[src/rtl/polyphase_mux4_dac_teg.sv]
// polyphase_mux4_dac_teg: 4:1 re-serializer for the DAC test path.
// A 4-lane frame enters through a one-deep holding buffer, moves to a shift
// buffer, and leaves one sample per CLK in serial order IN1, IN3, IN2, IN4.
// This order undoes the two-level 1:4 ADC demux tree. Frames run back to
// back with no gap while frames keep arriving. If ENABLE is high at a frame
// boundary and no frame is waiting, the block raises the sticky UNDERRUN flag.
module polyphase_mux4_dac_teg #(
    parameter int BW = 6
) (
    input  logic                 CLK,
    input  logic                 RES,
    input  logic                 ENABLE,
    input  logic signed [BW-1:0] IN1,
    input  logic signed [BW-1:0] IN2,
    input  logic signed [BW-1:0] IN3,
    input  logic signed [BW-1:0] IN4,
    input  logic                 IN_VALID,
    output logic                 IN_READY,
    output logic signed [BW-1:0] OUT,
    output logic                 OUT_VALID,
    output logic [1:0]           PHASE,
    output logic                 UNDERRUN
);

    localparam logic [0:0] st_idle = 1'b0;
    localparam logic [0:0] st_run  = 1'b1;

    logic [0:0]           state;
    logic                 hold_full;
    // Both buffers are stored in serial order: slot p is emitted at PHASE p.
    logic signed [BW-1:0] hold_buf  [4];
    logic signed [BW-1:0] shift_buf [4];
    logic                 accept;
    logic                 frame_end;
    logic                 transfer;
    logic [1:0]           next_phase;

    // IN_READY is low while RES is high, so no frame is accepted on a reset edge.
    assign IN_READY   = !hold_full && !RES;
    assign accept     = IN_VALID && IN_READY;
    // A new frame may start from IDLE, or on the edge that leaves PHASE=3.
    assign frame_end  = (state == st_idle) || (PHASE == 2'd3);
    assign transfer   = frame_end && ENABLE && hold_full;
    assign next_phase = PHASE + 2'd1;

    // Holding buffer occupancy: set on accept, cleared when the frame moves to the shift buffer.
    always_ff @(posedge CLK) begin
        // NOTE: non-blocking assignments keep every flop reading pre-edge values, whatever the block order.
        if (RES) begin
            hold_full <= 1'b0;
        end else if (accept) begin
            hold_full <= 1'b1;
        end else if (transfer) begin
            hold_full <= 1'b0;
        end
    end

    // Holding buffer data: capture the lanes in serial order when a frame is accepted.
    always_ff @(posedge CLK) begin
        // NOTE: the data needs no reset; hold_full tells whether the contents are meaningful.
        if (accept) begin
            hold_buf[0] <= IN1;
            hold_buf[1] <= IN3;
            hold_buf[2] <= IN2;
            hold_buf[3] <= IN4;
        end
    end

    // Serializer: load a frame, step through its 4 phases, then decide between next frame, stop and underrun.
    always_ff @(posedge CLK) begin
        if (RES) begin
            state     <= st_idle;
            OUT       <= '0;
            OUT_VALID <= 1'b0;
            PHASE     <= 2'd0;
            UNDERRUN  <= 1'b0;
            for (int i = 0; i < 4; i++) begin
                shift_buf[i] <= '0;
            end
        end else if (transfer) begin
            state     <= st_run;
            shift_buf <= hold_buf;
            OUT       <= hold_buf[0];
            OUT_VALID <= 1'b1;
            PHASE     <= 2'd0;
        end else if (state == st_run) begin
            if (PHASE != 2'd3) begin
                OUT   <= shift_buf[next_phase];
                PHASE <= next_phase;
            end else begin
                // Frame boundary with no transfer: either ENABLE dropped or no frame is waiting.
                state     <= st_idle;
                OUT       <= '0;
                OUT_VALID <= 1'b0;
                PHASE     <= 2'd0;
                if (ENABLE) begin
                    UNDERRUN <= 1'b1;
                end
            end
        end
    end

endmodule

[config.mk]
export PLATFORM = sky130hd
export DESIGN_NAME = polyphase_mux4_dac_teg
export DESIGN_NICKNAME = d
export VERILOG_FILES = /design/src/rtl/polyphase_mux4_dac_teg.sv
export SDC_FILE = /design/constraint.sdc
export NUM_CORES = 1
export LEC_CHECK = 0
export BUFFER_PORTS_ARGS = -buffer_cell sky130_fd_sc_hd__buf_2
export CAP_MARGIN = 10
export CORE_AREA = 2 2 71 73
export CTS_BUF_LIST = sky130_fd_sc_hd__clkbuf_16
export DETAILED_ROUTE_END_ITERATION = 12
export DIE_AREA = 0 0 73 75
export PLACE_DENSITY = 0.7
export SLEW_MARGIN = 20
export SYNTH_ARGS = -nofsm -noshare
export SYNTH_HDL_FRONTEND = slang
export SYNTH_SLANG_ARGS = --single-unit
[constraint.sdc]
create_clock -name CLK -period 3.1 [get_ports CLK]
set_input_delay 0.155 -clock CLK [delete_from_list [all_inputs] [get_ports CLK]]
set_output_delay 0.155 -clock CLK [all_outputs]
set_load 0.005 [all_outputs]
==> results of run 1 <==
-- state kept, by name, summed over array words and instances (netlist names) --
signal,cells
OUT,6
OUT_VALID,1
PHASE,2
UNDERRUN,1
hold_buf,24
hold_full,1
shift_buf,24
state,1
-- how the worst max path moves through the flow --
stage	cells after the start	start	end	slack, ns
after global placement	4	PHASE[0]	OUT[5]	0.94
after global routing	4	PHASE[0]	OUT[4]	0.57
after detailed placement	4	PHASE[0]	OUT[4]	0.86
after floorplan	5	PHASE[0]	OUT[0]	1.57
after CTS	4	PHASE[0]	OUT[4]	0.85
final	4	PHASE[0]	OUT[4]	0.84
-- layout make-up --
cell class | count | area share, %
Timing Repair Buffer | 47 | 9.97
Tap cell | 54 | 2.43
Clock inverter | 7 | 0.988
Multi-Input combinational cell | 122 | 26.5
Sequential cell | 60 | 51.8
Inverter | 2 | 0.270
Clock buffer | 9 | 8.09
-- synth_stat cells, types with 2 or more instances --
cell type	instances
dfxtp_1	36
a21oi_1	27
nand3_1	26
edfxtp_1	24
o21ai_0	24
nand2_1	14
buf_2	7
a31oi_1	6
clkbuf_1	6
mux4_2	5
nor2_1	4
mux2i_1	3
nor3_1	3
and2_1	2
clkbuf_2	2
inv_1	2
-- cell usage in the layout, fill, tap and decap left out, types with 2 or more instances in the layout --
cell type and instances:
a31oi_1 6, inv_1 5, a21oi_1 27, o21ai_0 24
clkbuf_16 9, mux4_2 5, buf_2 38, dfxtp_1 36
and2_1 2, mux2i_1 3, nand3_1 26, nor3_1 3
dlygate4sd3_1 8, clkinv_1 3, edfxtp_1 24, nand2_1 14
nor2_1 4
-- metal layers --
layer / vias up / GRT usage (%) / routed length, um
met3: 7 / 6.56 / 206
li1: 822 / - / -
met4: 0 / 10.5 / 91
met5: - / 0 / 0
met2: 41 / 26.9 / 2070
met1: 762 / 23.7 / 2060
-- power breakdown --
part           switching (W)  internal [W]  total [W]
Sequential         0.0000182      0.000858   0.000877
Combinational      0.0000690     0.0000505   0.000120
Clock               0.000301      0.000518   0.000820
Total               0.000389       0.00143    0.00182
-- logic make-up after synthesis --
kind of cell | synth area share [%]
adders and majority gates | 0.550
AOI/OAI and AO/OA | 14.0
and+or+nand+nor | 11.2
DFF | 63.4
buffers and inverters | 4.13
muxes | 6.77
-- worst max-delay path, delay by kind of cell (launching register included) --
family	cells	cell delay, ns
adders and majority gates	1	0.30
DFF	1	0.60
and+or+nand+nor	2	1.07
AOI/OAI and AO/OA	1	0.21
-- metrics by stage --
stage               area (um2)  hold slack, ns  power [W]  setup WS, ns  cells
finish                    2790          0.0105    0.00182         0.836    301
global route              2790        0.000846    0.00190         0.570    301
CTS                       2740       0.0000502    0.00183         0.853    296
detailed placement        2450           0.334    0.00100         0.861    277
global placement          2450           0.332    0.00100         0.936    277
floorplan                 2270           0.254   0.000964          1.57    201
-- what timing repair did --
item,in CTS,in global routing
hold endpoints to repair,3,5
hold buffers,3,5
gates resized for setup,0,0
==> results_dict.tcl, run 1 <==
set metrics [dict create \
    worst_path_largest_cell_delay_ns 0.83 \
    start_util_pct 48.8 \
    numPortBuffers 38 \
    pin_count 39 \
    ir_worst_vdd_v 0.000451 \
    die_w_um 73 \
    drc 0 \
    holdPathEnd "hold_buf[18]" \
    wl_per_cell_um 14.7 \
    min_from "IN1[0]" \
    end_kind "flop" \
    powerDensity_nw_per_um2 652 \
    clk_pin_slew_ns 0.05 \
    yosys-top-cells-area "dfxtp_1 (32%), edfxtp_1 (32%), a21oi_1 (5.9%)" \
    clock-root-buffer "clkbuf_16" \
    firstDrtPassIters 4 \
    synth.yosys.seq_area_share_pct 63.4 \
    gp_congestion 0.803 \
    num_antenna_cells 0 \
    antenna_found_initial 0 \
    rr_worst_depth 4 \
    multi_input_area_um2 738 \
    hold_class "primary input to flop" \
    ys.flop_type "dfxtp_1" \
    via_per_inst 5.42 \
    crit_required_ns 3.34 \
    finalHoldViolCount 0 \
    critPathMaxFanout 27 \
    nFillCells 395 \
    clock.fmax_mhz 442 \
    finalCritPeriodShare_pct 73.0 \
    clock_latency_ns 0.32 \
    layout-drive-gt1-share_pct 22.7 \
    ys_warn_count 0 \
    syn_nets 230 \
    cp-start-kind "flop" \
    design.core.area_um2 4660 \
    setup_tns_ns 0 \
    syn_area_um2 2270 \
    die_h_um 75 \
    hpwl_mm 2.61 \
    areaGrowthSynthToFinish_pct 22.5 \
    yosys.cell_types.count 26 \
    yosys_register_bits 60 \
    grt_setup_unrepaired "no" \
    seqCellArea_um2 1440 \
    holdPathStages 1 \
    htreeDepth 3 \
    reg2reg_to "OUT[4]" \
    path_cells "ha_1, nand2b_1, nand3_1, a31oi_1" \
    grt_pass1_wl_mm 7.25 \
    critPathArrivalTime_ns 2.51 \
    grt_pass1_vias 1533 \
    drv_slew 0 \
    fin_util_pct 59.8 \
    numCtsBuffers 9 \
    leakage_nw 1.02 \
    relSlewSlack_pct 29.7 \
    drtIter0Drc 183 \
    slowest_stage "nand2b_1" \
    overflow 0 \
    postRouteAntennaNets 0 \
    cts.sinks 60 \
    grt_max_degree 38 \
    synth_top_area_share_pct 31.7 \
    dieArea_um2 5480 \
    rows 25 \
    vias 1632 \
    clockBufferDepth 2 \
    cts_tree "built" \
    synth_area_leader_cell "dfxtp_1" \
    nets 271 \
    wirelength_mm 4.43 \
    worstMarginPinSlew_ns 1.06 \
    r2r_slack_ns 0.84 \
    syn_inst 201 \
    finalCriticalPeriod_ns 2.26 \
    synthArstFlopShare_pct 0 \
    skew_ns 0.00453 \
    status "finished, final reports clean" \
    cap_viol_max_count 0 \
    r2r-start "PHASE[0]" \
    path_class "flop to flop" \
    finalSetupViolations 0 \
    syn_avg_cell_area_um2 11.3 \
    cts_setup_buffers 0 \
    grt.total_usage_pct 18.4 \
    synth_edf_count 24 \
]
(Power assumes the default switching activity.)
==> run 2, diff against run 1 <==
--- a/config.mk
+++ b/config.mk
@@ -5,13 +5,14 @@
 export SDC_FILE = /design/constraint.sdc
 export NUM_CORES = 1
 export LEC_CHECK = 0
+export ABC_AREA = 1
 export BUFFER_PORTS_ARGS = -buffer_cell sky130_fd_sc_hd__buf_2
 export CAP_MARGIN = 10
-export CORE_AREA = 2 2 71 73
+export CORE_AREA = 2 2 72 74
 export CTS_BUF_LIST = sky130_fd_sc_hd__clkbuf_16
 export DETAILED_ROUTE_END_ITERATION = 12
-export DIE_AREA = 0 0 73 75
-export PLACE_DENSITY = 0.7
+export DIE_AREA = 0 0 74 76
+export PLACE_DENSITY = 0.73
 export SLEW_MARGIN = 20
 export SYNTH_ARGS = -nofsm -noshare
 export SYNTH_HDL_FRONTEND = slang
==> constraint.sdc (replaced) <==
create_clock -name CLK -period 1.9 [get_ports CLK]
set_input_delay 0.095 -clock CLK [delete_from_list [all_inputs] [get_ports CLK]]
set_output_delay 0.095 -clock CLK [all_outputs]
set_load 0.005 [all_outputs]
==> run 2 against run 1 <==
Synthesized cell count grew 21%. Critical endpoint is now shift_buf[19]. Utilization grew 2.6 points. Design area grew 10%.
==> results_dict.tcl, run 2 <==
set metrics [dict create \
    path_cells "ha_1, inv_1, nand2_4, nand2_4, nand2_2, o22ai_1" \
    grt_pass1_vias 1700 \
    nets 337 \
    layout-drive-gt1-share_pct 18.8 \
    htreeDepth 3 \
    firstDrtPassIters 5 \
    drc 0 \
    worst_path_largest_cell_delay_ns 0.32 \
    critPathArrivalTime_ns 1.74 \
    areaGrowthSynthToFinish_pct 31.7 \
    final_cell_mix "nand2_1 (48), inv_1 (39), buf_2 (38)" \
    die_w_um 74 \
    overflow 0 \
    hpwl_mm 2.93 \
    syn_avg_cell_area_um2 9.54 \
    powerDensity_nw_per_um2 1030 \
    cpLargestDelayFamily "simple AND/OR/NAND/NOR gates" \
    end_kind "flop" \
    numCtsBuffers 9 \
    drtIter0Drc 154 \
    relSlewSlack_pct 65.1 \
    clock.fmax_mhz 665 \
    grt.total_usage_pct 17.6 \
    leakage_nw 1.31 \
    status "finished, final reports clean" \
    rows 26 \
    yosysMostFrequentCell "nand2_1" \
    p_total_w 0.00314 \
    clock-root-buffer "clkbuf_16" \
    grt_pass1_wl_mm 7.49 \
    yosys.cell_types.count 24 \
    cts_setup_buffers 0 \
    critPathBufInv 1 \
    numPortBuffers 38 \
    slowest_stage "dfxtp_1" \
    yosys_register_bits 60 \
    cp-start-kind "flop" \
    dieArea_um2 5620 \
    finalCritPeriodShare_pct 79.1 \
    crit_required_ns 2.14 \
    wirelength_mm 4.56 \
    crit_path_frequent_cell "nand2_4" \
    via_per_inst 4.67 \
    synthArstFlopShare_pct 0 \
    finalHoldViolCount 0 \
    cts.sinks 60 \
    skew_ns 0.00806 \
    ys_warn_count 0 \
    finalSetupViolations 0 \
    syn_area_um2 2330 \
    cap_viol_max_count 0 \
    finalCriticalPeriod_ns 1.50 \
    synth_area_leader_cell "dfxtp_1" \
    antenna_found_initial 0 \
    wl_per_cell_um 11.9 \
    start_util_pct 47.4 \
    ys.flop_type "dfxtp_1" \
    synth_top_area_share_pct 31.0 \
    grt_setup_unrepaired "no" \
    clock_latency_ns 0.32 \
    final_common_cell "nand2_1" \
    reg.largest.list "hold_buf: 24 flops, shift_buf: 24 flops, OUT: 6 flops" \
    yosys-top-cells-area "dfxtp_1 (31%), edfxtp_1 (31%), nand2_1 (7.7%)" \
    syn_inst 244 \
    critPathMaxFanout 38 \
    cts_tree "built" \
    worstMarginPinSlew_ns 0.522 \
    clk_pin_slew_ns 0.05 \
    hold_class "primary input to flop" \
    synth_edf_count 24 \
    design.core.area_um2 4910 \
    gp_congestion 0.791 \
    path_class "flop to flop" \
    syn_nets 273 \
    grt_max_degree 39 \
    setup_tns_ns 0 \
    postRouteAntennaNets 0 \
    synth.yosys.seq_area_share_pct 61.9 \
    die_h_um 76 \
    vias 1789 \
    pin_count 39 \
    clockBufferDepth 2 \
    synth.top_cells.by_count "nand2_1 (48), dfxtp_1 (36), inv_1 (36)" \
    drv_slew 0 \
    whs_ns 0.0184 \
    num_antenna_cells 0 \
    ir_worst_vdd_v 0.000482 \
]
==> run 2: where the power goes <==
group	leakage, nW	internal [W]	switching (W)
logic	0.650	0.000123	0.000163
clock network	0.144	0.000928	0.000493
registers	0.517	0.00141	0.0000236
==> run 2: timing repair <==
item                                   in CTS  in global routing
hold buffers                               24                  0
endpoints found under the hold margin      24                  0
resized for setup                           0                  0
==> run 2: area by class of cell <==
cell class                      count  area [um2]
Tap cell                           70        87.6
Inverter                           38         148
Timing Repair Buffer               64         445
Clock inverter                      6        22.5
Multi-Input combinational cell    135         671
Clock buffer                       10         250
Sequential cell                    60        1440
Fill cell                         400        1850
==> run 2: through the flow <==
step,setup slack [ns],util [%],cells,instance area [um2]
2_1_floorplan,0.0328,-,244,2330
3_3_place_gp,0.487,52.0,343,2550
3_5_place_dp,0.410,52.0,343,2550
4_1_cts,0.392,62.4,383,3070
5_1_grt,0.254,62.4,383,3070
6_report,0.397,62.4,383,3070
==> run 2: tightest hold or removal path: cells and delay by family <==
| kind | cells | cell delay [ns] |
|---|---|---|
| and+or+nand+nor | 2 | 0.12 |
| buffers and inverters | 1 | 0.09 |
==> run 2: worst paths after layout <==
check / to / slack, ns / cells past startpoint / start
max reg2reg: shift_buf[19] / 0.40 / 6 / PHASE[1]
min reg2reg: UNDERRUN / 0.45 / 2 / UNDERRUN
max: shift_buf[19] / 0.40 / 6 / PHASE[1]
min: hold_full / 0.02 / 3 / IN_VALID
==> run 2: cell families after synthesis <==
kind of cell | count (synthesis) | synth area share [%]
AOI/OAI and AO/OA | 53 | 12.2
adders and majority gates | 1 | 0.538
buffers and inverters | 49 | 9.73
DFF | 60 | 61.9
and+or+nand+nor | 81 | 15.6
==> run 2: metal layers <==
layer,global-route usage (%),up-vias,wire length (um)
met3,6.48,7,172
met5,0,-,0
li1,-,930,-
met1,21.5,820,2000
met4,6.36,0,55
met2,28.1,32,2320
==> run 3, diff against run 2 <==
--- a/config.mk
+++ b/config.mk
@@ -5,14 +5,14 @@
 export SDC_FILE = /design/constraint.sdc
 export NUM_CORES = 1
 export LEC_CHECK = 0
-export ABC_AREA = 1
+export ABC_AREA = 0
 export BUFFER_PORTS_ARGS = -buffer_cell sky130_fd_sc_hd__buf_2
 export CAP_MARGIN = 10
 export CORE_AREA = 2 2 72 74
 export CTS_BUF_LIST = sky130_fd_sc_hd__clkbuf_16
 export DETAILED_ROUTE_END_ITERATION = 12
 export DIE_AREA = 0 0 74 76
-export PLACE_DENSITY = 0.73
+export PLACE_DENSITY = 0.71
 export SLEW_MARGIN = 20
 export SYNTH_ARGS = -nofsm -noshare
 export SYNTH_HDL_FRONTEND = slang
==> constraint.sdc (replaced) <==
create_clock -name CLK -period 1.25 [get_ports CLK]
set_input_delay 0.0625 -clock CLK [delete_from_list [all_inputs] [get_ports CLK]]
set_output_delay 0.0625 -clock CLK [all_outputs]
set_load 0.005 [all_outputs]
==> run 3 against run 2 <==
The flow now finishes with violations (setup timing). Register-to-register slack lost 0.57 ns. Global-route usage increased by 2.0 points. Design area grew 11%. Setup slack worse by 0.57 ns. Critical path depth down 1. Sequential share of layout area fell by 4.7 points. Clock power increased by 64%. Worst hold slack improved by 0.050 ns. Via count rose by 4.5%. Power is 60% higher. Sequential power grew 51%. Highest routed layer unchanged.
==> results_dict.tcl, run 3 (synthesis results as in run 1) <==
set metrics [dict create \
    finalCritPeriodShare_pct 114 \
    cap_viol_max_count 0 \
    clock.fmax_mhz 700 \
    pin_count 39 \
    clockBufferDepth 2 \
    clock-root-buffer "clkbuf_16" \
    gp_congestion 0.778 \
    comb_power_share_pct 10.4 \
    hold_class "primary input to flop" \
    critPathArrivalTime_ns 1.62 \
    relSlewSlack_pct 73.7 \
    start_util_pct 46.3 \
    grt_pass1_wl_mm 8.16 \
    skew_ns 0.00700 \
    seqPwrFrac_pct 43.3 \
    finalSetupViolations 21 \
    cts.sinks 60 \
    dieArea_um2 5620 \
    numCtsBuffers 9 \
    wirelength_mm 5.85 \
    design.core.area_um2 4910 \
    overflow 0 \
    r2r_slack_ns -0.18 \
    drc 0 \
    cts_tree "built" \
    fin_util_pct 69.5 \
    finalCriticalPeriod_ns 1.43 \
    via_per_inst 5.29 \
    clk_pin_slew_ns 0.05 \
    p_int_w 0.00390 \
    wl_per_cell_um 16.6 \
    finalHoldViolCount 0 \
    p_sw_w 0.00113 \
    drv_slew 0 \
    clock_latency_ns 0.33 \
    num_antenna_cells 0 \
    drtIter0Drc 94 \
    crit_required_ns 1.44 \
    final_common_cell "buf_2" \
    rows 26 \
    antenna_found_initial 0 \
    setup_tns_ns -1.11 \
    firstDrtPassIters 4 \
    nets 307 \
    powerDensity_nw_per_um2 1480 \
    die_w_um 74 \
    status "finished with violations" \
    numPortBuffers 38 \
    hpwl_mm 2.91 \
    worstMarginPinSlew_ns 0.394 \
    end_kind "flop" \
    leakage_nw 1.25 \
    violations "setup timing" \
    final_cell_mix "buf_2 (38), dfxtp_1 (33), a21oi_1 (27)" \
    clkPwrFrac_pct 46.3 \
    layout_setup_ws_ns -0.178 \
    grt_pass1_vias 1782 \
    htreeDepth 3 \
    layout-drive-gt1-share_pct 41.0 \
    postRouteAntennaNets 0 \
    p_total_w 0.00503 \
    grt.total_usage_pct 19.6 \
    reg.largest.list "hold_buf: 24 flops, shift_buf: 24 flops, OUT: 6 flops" \
    critPathMaxFanout 5 \
    grt_setup_unrepaired "yes" \
    whs_ns 0.0687 \
    vias 1869 \
    areaGrowthSynthToFinish_pct 50.1 \
    p_sw_share_pct 22.4 \
    die_h_um 76 \
    grt_max_degree 37 \
    path_class "flop to flop" \
    cp-start-kind "flop" \
    ir_worst_vdd_v 0.000934 \
]
## run 3: cell count changes in the layout (fill, tap and decap cells not counted), sizes merged, moves of 4 or more
cell	change
o22ai	-6
mux4	+5
a31oi	+6
inv	-36
and2	+4
buf	+14
o21ai	+5
nand2	-38
## run 3: stage by stage
step | cell area (um2) | setup slack (ns) | cells
2_1_floorplan | 2300 | -0.184 | 201
3_3_place_gp | 2640 | -0.135 | 306
3_5_place_dp | 2640 | -0.171 | 306
4_1_cts | 3170 | -0.176 | 346
5_1_grt | 3410 | -0.223 | 353
6_report | 3410 | -0.178 | 353
## run 3: layout make-up
class | count | area, um2
fill | 352 | 1500
multi-input combinational | 124 | 908
sequential | 60 | 1450
timing repair buffer | 81 | 679
tap | 70 | 87.6
clock inverter | 7 | 58.8
clock buffer | 9 | 225
inverter | 2 | 7.51
## run 3: power groups by stage
stage               clock network (W)  logic (W)  registers [W]
finish                        0.00233   0.000525        0.00218
global placement                    0   0.000345        0.00220
floorplan                           0   0.000205        0.00219
CTS                           0.00235   0.000411        0.00217
global route                  0.00245   0.000564        0.00218
detailed placement                  0   0.000351        0.00220
## run 3: worst paths after layout
kind / cells past startpoint / start / to
max: 5 / PHASE[1] / OUT[5]
min: 3 / IN_VALID / hold_full
max reg2reg: 5 / PHASE[1] / OUT[5]
min reg2reg: 2 / OUT_VALID / OUT_VALID
## run 3: critical path, cell delays in order, from the launching register on
cell and delay [ns]:
dfxtp_2 0.33, ha_4 0.31, buf_4 0.13, mux2_2 0.34
nand3_2 0.08, a41oi_2 0.10
## run 3: metal layers
| layer | vias up | GRT usage, % | routed length [um] |
|---|---|---|---|
| met4 | 0 | 9.45 | 155 |
| met5 | - | 0 | 0 |
| li1 | 905 | - | - |
| met3 | 14 | 7.28 | 302 |
| met1 | 891 | 26.1 | 2480 |
| met2 | 59 | 28.1 | 2920 |
## run 3: repair_timing
action / CTS / global route
buffers inserted: 0 / 1
cloned: 0 / 6
hold buffers: 24 / 0
pin swaps: 2 / 46
resized for setup: 0 / 63
endpoints found under the setup margin: 12 / 57
endpoints found under the hold margin: 24 / 0
